===== src/rtl/hscale_seq_pkg.sv =====
// Shared definitions for the horizontal scaler sequencer and its interpolators.
// Latency: n/a (types and constants only).
// Backpressure: n/a.
// The interpolator instances import HS_FW so both sides always agree on the fraction width.
package hscale_seq_pkg;

    localparam int HS_AW = 10;  // pixel index / width bits
    localparam int HS_FW = 8;   // interpolation fraction bits

    typedef enum logic [1:0] {
        ST_IDLE  = 2'd0,
        ST_RUN   = 2'd1,
        ST_DRAIN = 2'd2
    } hs_state_t;

endpackage


===== src/rtl/hscale_dly.sv =====
// Register delay line of W bits by D cycles with synchronous clear; D=0 is a wire.
// Latency: D cycles.
// Backpressure: none, the line shifts every cycle.
// Ports: clk, reset_n (sync, active low), clr (empties every stage), in_dat -> out_dat.
module hscale_dly #(
    parameter int W = 1,
    parameter int D = 1
) (
    input  logic         clk,
    input  logic         reset_n,
    input  logic         clr,
    input  logic [W-1:0] in_dat,
    output logic [W-1:0] out_dat
);

    if (D == 0) begin : g_pass
        logic unused_ctl;
        assign unused_ctl = ^{clk, reset_n, clr};
        assign out_dat    = in_dat;
    end else begin : g_pipe
        logic [D-1:0][W-1:0] stage_q;
        logic [D-1:0][W-1:0] stage_d;

        always_comb begin
            stage_d    = stage_q;
            stage_d[0] = in_dat;
            for (int i = 1; i < D; i++) begin
                stage_d[i] = stage_q[i-1];
            end
            if (clr) begin
                stage_d = '0;
            end
        end

        always_ff @(posedge clk) begin
            if (!reset_n) begin
                stage_q <= '0;
            end else begin
                stage_q <= stage_d;
            end
        end

        assign out_dat = stage_q[D-1];
    end

endmodule


===== src/rtl/hscale_seq.sv =====
// Horizontal scaler sequencer: steps a fixed-point source position per output pixel, issuing two line-buffer reads plus fraction.
// Latency: read strobe/addresses one cycle after the position; out_valid/out_x RD_LAT+2 cycles after the read strobe.
// Backpressure: none; line_start at any time aborts the current line and restarts.
// Ports: line_start/src_width/dst_width/step/phase in; rd_en/rd_addr_a/rd_addr_b/frac to buffer and interpolator;
//        blank/out_valid/out_x aligned to the interpolator output; busy/line_done line status.
module hscale_seq
    import hscale_seq_pkg::*;
#(
    parameter int AW     = HS_AW,
    parameter int FW     = HS_FW,
    parameter int RD_LAT = 1
) (
    input  logic             clk,
    input  logic             reset_n,
    input  logic             line_start,
    input  logic [AW-1:0]    src_width,
    input  logic [AW-1:0]    dst_width,
    input  logic [AW+FW-1:0] step,
    input  logic [FW-1:0]    phase,
    output logic             rd_en,
    output logic [AW-1:0]    rd_addr_a,
    output logic [AW-1:0]    rd_addr_b,
    output logic [FW-1:0]    frac,
    output logic             blank,
    output logic             out_valid,
    output logic [AW-1:0]    out_x,
    output logic             busy,
    output logic             line_done
);

    localparam int PW        = AW + FW;
    localparam int DRAIN_CYC = RD_LAT + 2;
    localparam int CW        = $clog2(DRAIN_CYC + 1);

    hs_state_t      state_q, state_d;
    logic [AW-1:0]  src_w_q, src_w_d;
    logic [AW-1:0]  dst_w_q, dst_w_d;
    logic [PW-1:0]  step_q, step_d;
    logic [PW-1:0]  pos_q, pos_d;
    logic [AW-1:0]  x_q, x_d;
    logic [CW-1:0]  cnt_q, cnt_d;
    logic           rd_en_q, rd_en_d;
    logic [AW-1:0]  addr_a_q, addr_a_d;
    logic [AW-1:0]  addr_b_q, addr_b_d;
    logic [FW-1:0]  frac_q, frac_d;
    logic [AW-1:0]  ox_q, ox_d;
    logic           busy_q, busy_d;
    logic           done_q, done_d;

    logic [AW-1:0]  idx;
    logic [AW-1:0]  src_last;
    logic [PW:0]    pos_sum;
    logic           flush;
    logic [AW:0]    vld_out;

    assign idx      = pos_q[PW-1:FW];
    // A zero-width source behaves like a single pixel at index 0.
    assign src_last = (src_w_q == '0) ? '0 : src_w_q - 1'b1;
    assign pos_sum  = {1'b0, pos_q} + {1'b0, step_q};
    // Restarting over a live line must drop everything still in flight.
    assign flush    = line_start && (state_q != ST_IDLE);

    always_comb begin
        state_d  = state_q;
        src_w_d  = src_w_q;
        dst_w_d  = dst_w_q;
        step_d   = step_q;
        pos_d    = pos_q;
        x_d      = x_q;
        cnt_d    = cnt_q;
        rd_en_d  = 1'b0;
        addr_a_d = addr_a_q;
        addr_b_d = addr_b_q;
        frac_d   = frac_q;
        ox_d     = '0;
        done_d   = 1'b0;

        if (line_start) begin
            src_w_d = src_width;
            dst_w_d = dst_width;
            step_d  = step;
            pos_d   = {{AW{1'b0}}, phase};
            x_d     = '0;
            cnt_d   = '0;
            state_d = (dst_width == '0) ? ST_DRAIN : ST_RUN;
        end else begin
            case (state_q)
                ST_RUN: begin
                    rd_en_d = 1'b1;
                    ox_d    = x_q;
                    if (idx >= src_last) begin
                        // Past the right edge: replicate the last source pixel.
                        addr_a_d = src_last;
                        addr_b_d = src_last;
                        frac_d   = '0;
                    end else begin
                        addr_a_d = idx;
                        addr_b_d = idx + 1'b1;
                        frac_d   = pos_q[FW-1:0];
                    end
                    pos_d = pos_sum[PW] ? {PW{1'b1}} : pos_sum[PW-1:0];
                    x_d   = x_q + 1'b1;
                    if (x_q == dst_w_q - 1'b1) begin
                        state_d = ST_DRAIN;
                        // The last read needs this many cycles to leave the valid pipeline.
                        cnt_d   = CW'(DRAIN_CYC);
                    end
                end
                ST_DRAIN: begin
                    if (cnt_q == '0) begin
                        done_d  = 1'b1;
                        state_d = ST_IDLE;
                    end else begin
                        cnt_d = cnt_q - 1'b1;
                    end
                end
                default: ;
            endcase
        end

        // busy covers the line_done cycle even though the FSM is already idle.
        busy_d = (state_d != ST_IDLE) || done_d;
    end

    always_ff @(posedge clk) begin
        if (!reset_n) begin
            state_q  <= ST_IDLE;
            src_w_q  <= '0;
            dst_w_q  <= '0;
            step_q   <= '0;
            pos_q    <= '0;
            x_q      <= '0;
            cnt_q    <= '0;
            rd_en_q  <= 1'b0;
            addr_a_q <= '0;
            addr_b_q <= '0;
            frac_q   <= '0;
            ox_q     <= '0;
            busy_q   <= 1'b0;
            done_q   <= 1'b0;
        end else begin
            state_q  <= state_d;
            src_w_q  <= src_w_d;
            dst_w_q  <= dst_w_d;
            step_q   <= step_d;
            pos_q    <= pos_d;
            x_q      <= x_d;
            cnt_q    <= cnt_d;
            rd_en_q  <= rd_en_d;
            addr_a_q <= addr_a_d;
            addr_b_q <= addr_b_d;
            frac_q   <= frac_d;
            ox_q     <= ox_d;
            busy_q   <= busy_d;
            done_q   <= done_d;
        end
    end

    // The interpolator wants frac one cycle ahead of its sample pair.
    hscale_dly #(.W(FW), .D(RD_LAT - 1)) u_frac_dly (
        .clk     (clk),
        .reset_n (reset_n),
        .clr     (flush),
        .in_dat  (frac_q),
        .out_dat (frac)
    );

    hscale_dly #(.W(AW + 1), .D(RD_LAT + 2)) u_vld_dly (
        .clk     (clk),
        .reset_n (reset_n),
        .clr     (flush),
        .in_dat  ({rd_en_q, ox_q}),
        .out_dat (vld_out)
    );

    assign rd_en     = rd_en_q;
    assign rd_addr_a = addr_a_q;
    assign rd_addr_b = addr_b_q;
    assign out_valid = vld_out[AW];
    assign out_x     = vld_out[AW-1:0];
    assign blank     = ~vld_out[AW];
    assign busy      = busy_q;
    assign line_done = done_q;

endmodule


===== config.mk =====
export PLATFORM = sky130hd
export DESIGN_NAME = hscale_seq
export DESIGN_NICKNAME = d
export VERILOG_FILES = /design/src/rtl/hscale_seq_pkg.sv /design/src/rtl/hscale_dly.sv /design/src/rtl/hscale_seq.sv
export SDC_FILE = /design/constraint.sdc
export NUM_CORES = 1
export LEC_CHECK = 0
export BUFFER_PORTS_ARGS = -buffer_cell sky130_fd_sc_hd__buf_2
export CAP_MARGIN = 20
export CORE_ASPECT_RATIO = 1.25
export CORE_MARGIN = 1
export CORE_UTILIZATION = 35
export CTS_CLUSTER_SIZE = 40
export DETAILED_ROUTE_END_ITERATION = 16
export PLACE_DENSITY = 0.65
export SLEW_MARGIN = 40
export SYNTH_ARGS = -nofsm -noshare
export SYNTH_HDL_FRONTEND = slang
export SYNTH_SLANG_ARGS = --single-unit

===== constraint.sdc =====
create_clock -name clk -period 6.1 [get_ports clk]
set_clock_uncertainty 0.1 [all_clocks]
set_input_delay 1.22 -clock clk [delete_from_list [all_inputs] [get_ports clk]]
set_output_delay 1.22 -clock clk [all_outputs]
set_load 0.05 [all_outputs]

==> out/qor.txt, run 1 <==
Max IR drop VDD: 0.200 mV
status: completed
Synth Flop Type: dfxtp_1
number of diodes: 0
post-route clock period utilization: 65.9%
setup TNS: 0 ns
post-detail-place hpwl: 11600 um
Max-slew headroom: 49.0%
RD Place Congestion: 0.823
DR WL/cell: 14.7 um
CP required: 6.34 ns
IO buf count: 91
num rows: 57
Clock power frac: 46.2%
1st-pass router iterations: 5
Yosys cell types: 67
leakage: 3.51 nW
max_cap viols: 0
Synth Area in XOR/XNOR: 5.44%
pin count of the biggest net entering global routing: 52
CTS Buf Count: 17
Syn Std Cell Area: 0.00692 mm^2
Initial Utilization: 35.7%
synthesized area per cell: 9.12 um^2
clock buffer depth: 2
NumNets Final: 913
Final Hold Fails: 0
Root Driver: clkbuf_16
Die Span X: 128 um
Post-synth ARST share: 0%
complex-gate fraction of the synthesized area: 15.8%
Period minus WS final: 4.02 ns
worst skew pair latency: 0.43 ns
max-slew violations: 0
Clock transition at path regs: 0.06 ns
height of the die: 159 um
RSZ-0062 raised after global routing: no
share of cells above drive strength 1: 18.6%
Pint: 0.00185 W
worst-margin pin slew: 0.765 ns
Routed WL: 16200 um
cts hold-fix bufs: 0
number of global-route vias before repair: 5323
vias per cell: 5.05
sequential area share after synthesis: 41.6%
core area: 0.0194 mm^2
Synth Area in Adders: 6.80%
Setup CP Type: register to register
Cells after Synth: 759
Residual DRC: 0
global-route wire length before repair: 26600 um
post-route ant nets: 0
Congestion Overflow GR: 0
Crit path largest cell delay: 0.55 ns
Yosys reg bits: 144
H-tree depth: 4
TritonCTS clock tree: built
critical path cell sequence: inv_1, ha_1, nor3b_1, nand2_1, nor3_1, nor2_1, ha_1, nand2b_1, a21o_1, a21oi_1, o21ai_1, a31oi_4, buf_8, nor3_1, a311oi_1
main combinational cell family by area after synthesis: simple AND/OR/NAND/NOR gates
mux cell area share after synthesis: 6.67%
Bufs and invs on worst path: 2
area growth from synthesis to layout: 18.7%
GRT Total Usage: 16.7%
drt initial violations: 208
Crit Path Max Fanout: 12
vias: 5583
Setup violations, final: 0
Clock Sinks: 144
Worst Hold Class: register to register
Switch Pwr: 0.000629 W
Net Sw Frac: 25.4%
post-cts repair resize count: 0
Synth Area in Simple Gates: 18.5%
hold slack: 0.320 ns
fmax: 249 MHz
CP top delay family: simple AND/OR/NAND/NOR gates
Post-synth EDFFs: 0
crit path launch type: register
Comb pwr share: 13.0%
CP max stage cell: nor3_1
WP data arrival: 4.26 ns
IO Pins: 92
Syn Nets: 845
Reg power frac: 40.8%
Synth Warn #: 0
# Post-CTS Setup Buffers: 0
Pwr per Cell Area: 301 mW/mm^2
die area: 0.0203 mm^2
CP Capture Type: register
initial antenna violation count: 0
cells by family after synthesis:
kind of cell	count (synthesis)
multiplexers	46
XOR/XNOR	43
AND/OR/NAND/NOR	248
AO/OA/AOI/OAI	163
buffers and inverters	78
flip-flops	144
adder cells (fa/ha/maj)	37
power groups by stage:
stage	Combinational (W)	Sequential (W)	Clock (W)
after floorplan	0.000210	0.00105	0
after CTS	0.000323	0.00101	0.00117
after global placement	0.000308	0.00103	0
after detailed placement	0.000321	0.00103	0
final	0.000322	0.00101	0.00114
after global routing	0.000355	0.00101	0.00122
cells in the final DEF, fill, tap and decap left out, drive strengths merged, types with 9 or more instances in the layout:
cell,netlist,routed
dfxtp,144,144
buf,21,97
nor2,78,78
o21ai,48,48
mux2i,45,45
a21oi,43,43
ha,36,36
and2,34,34
nand3,33,33
nand2,31,31
inv,30,30
xnor2,25,25
clkbuf,27,24
xor2,18,18
a31oi,17,17
nor3,12,12
nand4,11,11
a311oi,10,10
and3,9,9
Yosys cell counts (16+ instances only):
cell type	number	area, um^2
nand2_1	31	116
nor2_1	77	289
a21oi_1	43	215
o21ai_0	46	230
xnor2_1	25	219
a31oi_1	16	100
nand3_1	33	165
xor2_1	18	158
dfxtp_1	144	2880
inv_1	30	113
mux2i_1	45	450
clkbuf_1	25	93.8
ha_1	36	450
and2_1	34	213
path summary, 6_finish.rpt:
| check | from | end | slack, ns | cells past startpoint |
|---|---|---|---|---|
| setup / recovery | src_w_q[0] | rd_addr_a[5] | 2.08 | 15 |
| hold / removal | ox_q[5] | u_vld_dly.g_pipe.stage_q[5] | 0.32 | 1 |
| setup reg to reg | src_w_q[0] | rd_addr_a[5] | 2.08 | 15 |
| hold reg to reg | ox_q[5] | u_vld_dly.g_pipe.stage_q[5] | 0.32 | 1 |
final cells by class:
type                       count  area [um^2]
fill                        1975        11200
multi-input combinational    537         3720
sequential                   144         2880
timing repair buffer          97          515
clock buffer                  24          512
tap                          265          332
clock inverter                 8          149
inverter                      30          113
layer usage:
layer / part of all wire, % / global-route usage [%] / vias up
met3: 3.7 / 4.00 / 33
li1: - / - / 2819
met4: 3.2 / 7.59 / 0
met5: 0 / 0 / -
met2: 52 / 30.1 / 117
met1: 41 / 18.2 / 2614
per-stage QoR:
stage	setup slack [ns]	total power [W]	instances	instance area, um^2	utilization, %
global placement	1.87	0.00134	1071	7510	38.7
finish	2.08	0.00248	1105	8220	42.4
floorplan	2.61	0.00126	759	6920	-
detailed placement	2.17	0.00135	1073	7560	39.0
global route	1.75	0.00258	1105	8220	42.4
CTS	2.14	0.00250	1105	8220	42.4
registers in the layout, indices dropped and copies added (netlist names), 8 cells and up:
| register | cells |
|---|---|
| x_q | 10 |
| dst_w_q | 10 |
| rd_addr_a | 10 |
| frac_q | 8 |
| rd_addr_b | 10 |
| pos_q | 18 |
| ox_q | 10 |
| step_q | 18 |
| src_w_q | 10 |
| u_vld_dly.out_dat | 11 |
| u_vld_dly.g_pipe.stage_q | 22 |
Note: power is estimated with default switching activity, not from simulation.
==> run 2: changes to the inputs <==
Settings changed: ABC_AREA set to 1, PLACE_DENSITY 0.65 to 0.67.
Clock period 6.1 ns to 3.5 ns, I/O delays scaled along.
==> run 2 against run 1 <==
Setup slack lost 1.8 ns. Synthesized area grew 2.8%. Register-to-register slack worse by 1.8 ns. Critical path depth rose by 3. Power grew 71%. Sequential power rose by 74%. Clock power grew 62%. Combinational power rose by 91%. Global-route usage increased by 1.6 points.
==> out/qor.txt, run 2 <==
CP Capture Type: register
Synth area leaders: dfxtp_1 (40%), nor2_1 (8.7%), nand2_1 (7.5%)
Max IR drop VDD: 0.349 mV (+74%)
commonest cells after routing, fill and taps aside: nor2_1 (164), dfxtp_1 (144), nand2_1 (142), inv_1 (106), buf_2 (91)
NumNets Final: 1142 (+25%)
number of diodes: 0 (unchanged)
post-detail-place hpwl: 13000 um (+13%)
TritonCTS clock tree: built
share of cells above drive strength 1: 15.8% (-2.8 points)
fillcell total: 2065 (+4.6%)
fmax: 315 MHz (+27%)
worst-margin pin slew: 0.627 ns (-0.138 ns)
IO Pins: 92 (unchanged)
Comb pwr share: 14.5% (+1.5 points)
Clock Sinks: 144 (unchanged)
Syn Nets: 1068 (+26%)
Cells after Synth: 982 (+29%)
CP required: 3.77 ns (-2.57 ns)
synth cell count leaders: nor2_1 (165), dfxtp_1 (144), nand2_1 (142)
Pint: 0.00305 W (+65%)
vias: 6506 (+17%)
Synth Flop Type: dfxtp_1
Yosys reg bits: 144 (unchanged)
Reg power frac: 41.7% (+0.9 points)
largest reg by FF count: u_vld_dly.g_pipe.stage_q
height of the die: 161 um (+1.4%)
pin count of the biggest net entering global routing: 58 (+12%)
1st-pass router iterations: 5 (unchanged)
DR WL/cell: 13.3 um (-9.0%)
Switch Pwr: 0.00118 W (+88%)
initial antenna violation count: 0 (unchanged)
Initial Utilization: 36.2% (+0.48 points)
Congestion Overflow GR: 0 (unchanged)
Yosys cell types: 42 (-37%)
# Post-CTS Setup Buffers: 0 (unchanged)
drt initial violations: 313 (+50%)
max-slew violations: 0 (unchanged)
Period minus WS final: 3.18 ns (-0.847 ns)
Final Hold Fails: 0 (unchanged)
CTS Buf Count: 17 (unchanged)
Root Driver: clkbuf_16
setup TNS: 0 ns (unchanged)
die area: 0.0209 mm^2 (+2.8%)
GRT Total Usage: 18.3% (+1.6 points)
Net Sw Frac: 27.9% (+2.6 points)
worst skew pair latency: 0.43 ns (about the same)
sequential area share after synthesis: 40.5% (-1.1 points)
IO buf count: 91 (unchanged)
Max-slew headroom: 58.0% (+9.0 points)
Synth area leader: dfxtp_1
area growth from synthesis to layout: 17.4%
Routed WL: 17800 um (+9.9%)
fin cells: 1334 (+21%)
crit path launch type: register
Clock transition at path regs: 0.06 ns (about the same)
Post-synth ARST share: 0% (unchanged)
number of global-route vias before repair: 6262 (+18%)
Synth top area share: 40.5% (-1.1 points)
post-route ant nets: 0 (unchanged)
WP data arrival: 3.45 ns (-0.81 ns)
RSZ-0062 raised after global routing: no
Worst Hold Class: register to register
Largest regs: u_vld_dly.g_pipe.stage_q (22), pos_q (18), step_q (18)
num rows: 57 (unchanged)
status: completed
max_cap viols: 0 (unchanged)
leakage: 3.66 nW (+4.4%)
Crit Path Max Fanout: 11 (-1)
Clock power frac: 43.8% (-2.4 points)
Die Span X: 130 um (+1.4%)
synthesized area per cell: 7.25 um^2 (-21%)
Residual DRC: 0 (unchanged)
global-route wire length before repair: 29900 um (+13%)
clock buffer depth: 2 (unchanged)
leading cell type in the layout, fill and taps excluded: nor2_1
Setup violations, final: 0 (unchanged)
Synth Warn #: 0 (unchanged)
Post-synth EDFFs: 0 (unchanged)
cts hold-fix bufs: 0 (unchanged)
most common cell in the netlist: nor2_1
Syn Std Cell Area: 0.00712 mm^2 (+2.8%)
max reg flops: 22 (unchanged)
placed cell count: 1302 (+21%)
vias per cell: 4.88 (-3.5%)
H-tree depth: 4 (unchanged)
core area: 0.0197 mm^2 (+1.5%)
Pwr per Cell Area: 506 mW/mm^2 (+68%)
RD Place Congestion: 0.885 (+7.4%)
Setup CP Type: register to register
post-route clock period utilization: 90.7% (+25 points)
[run 2: cell types whose count changed after synthesis, moves of 19 or more]
cell,previous run,this run
inv_1,30,106
nor2_1,77,165
a21oi_1,43,79
nand3_1,33,52
mux2i_1,45,0
nand2_1,31,142
xnor2_1,25,6
and2_1,34,2
o21ai_0,46,86
[run 2: worst paths after layout]
check | slack, ns | endpoint | depth (start not counted) | from
min | 0.31 | u_vld_dly.out_dat[9] | 2 | u_vld_dly.g_pipe.stage_q[20]
max | 0.32 | rd_addr_b[9] | 18 | src_w_q[0]
max reg2reg | 0.32 | rd_addr_b[9] | 18 | src_w_q[0]
min reg2reg | 0.31 | u_vld_dly.out_dat[9] | 2 | u_vld_dly.g_pipe.stage_q[20]
[run 2: cells by family after synthesis]
logic type / synth area share, %
and+or+nand+nor: 25.1
AOI/OAI and AO/OA: 16.3
buffers and inverters: 9.00
DFF: 40.5
adders and majority gates: 6.61
xor gates and xnor gates: 2.58
[run 2: final cells by class]
| type | instances | area, um^2 | share of cell area [%] |
|---|---|---|---|
| timing repair buffer | 98 | 508 | 6.08 |
| tap | 265 | 332 | 3.97 |
| multi-input combinational | 682 | 3600 | 43.1 |
| clock inverter | 13 | 161 | 1.93 |
| inverter | 113 | 427 | 5.11 |
| sequential | 144 | 2880 | 34.5 |
| clock buffer | 19 | 443 | 5.30 |
[run 2: what timing repair did]
action	4_1_cts	5_1_grt
endpoints found under the hold margin	0	0
setup endpoints to repair	0	6
resized for setup	0	2
[run 2: through the flow]
stage                     hold slack, ns  instance area [um^2]  util, %  total power, W  worst slack [ns]
after floorplan                    0.294                  7120        -         0.00224             0.862
after global placement             0.294                  7750     39.4         0.00241             0.412
after detailed placement           0.298                  7750     39.4         0.00241             0.327
after CTS                          0.307                  8350     42.4         0.00426             0.283
after global routing               0.322                  8360     42.4         0.00443            0.0126
final                              0.305                  8360     42.4         0.00423             0.325
[run 2: power by group through the flow]
stage	clock network (W)	logic [W]	registers, W
after global routing	0.00196	0.000698	0.00177
final	0.00185	0.000615	0.00176
after floorplan	0	0.000402	0.00184
after detailed placement	0	0.000612	0.00180
after global placement	0	0.000609	0.00180
after CTS	0.00188	0.000617	0.00176
[run 2: routing by layer]
| layer | vias to the layer above | global-route usage (%) | wire length, um |
|---|---|---|---|
| li1 | 3361 | - | - |
| met1 | 2980 | 21.6 | 7880 |
| met2 | 131 | 31.8 | 8830 |
| met3 | 34 | 3.71 | 623 |
| met4 | 0 | 7.51 | 462 |
| met5 | - | 0 | 0 |
[run 2: worst max-delay path, stage by stage, from the launching register on]
cell and delay [ns]:
dfxtp_1 0.35, inv_1 0.08, ha_1 0.22, nand2_1 0.10
inv_1 0.06, nand3_1 0.12, nor3_2 0.06, inv_1 0.25
o21ai_0 0.22, ha_1 0.32, nand2_1 0.06, nor4_1 0.31
nand3_1 0.11, nand3_1 0.15, buf_4 0.22, nand3_1 0.14
nand3_1 0.10, o211ai_1 0.08, inv_1 0.07
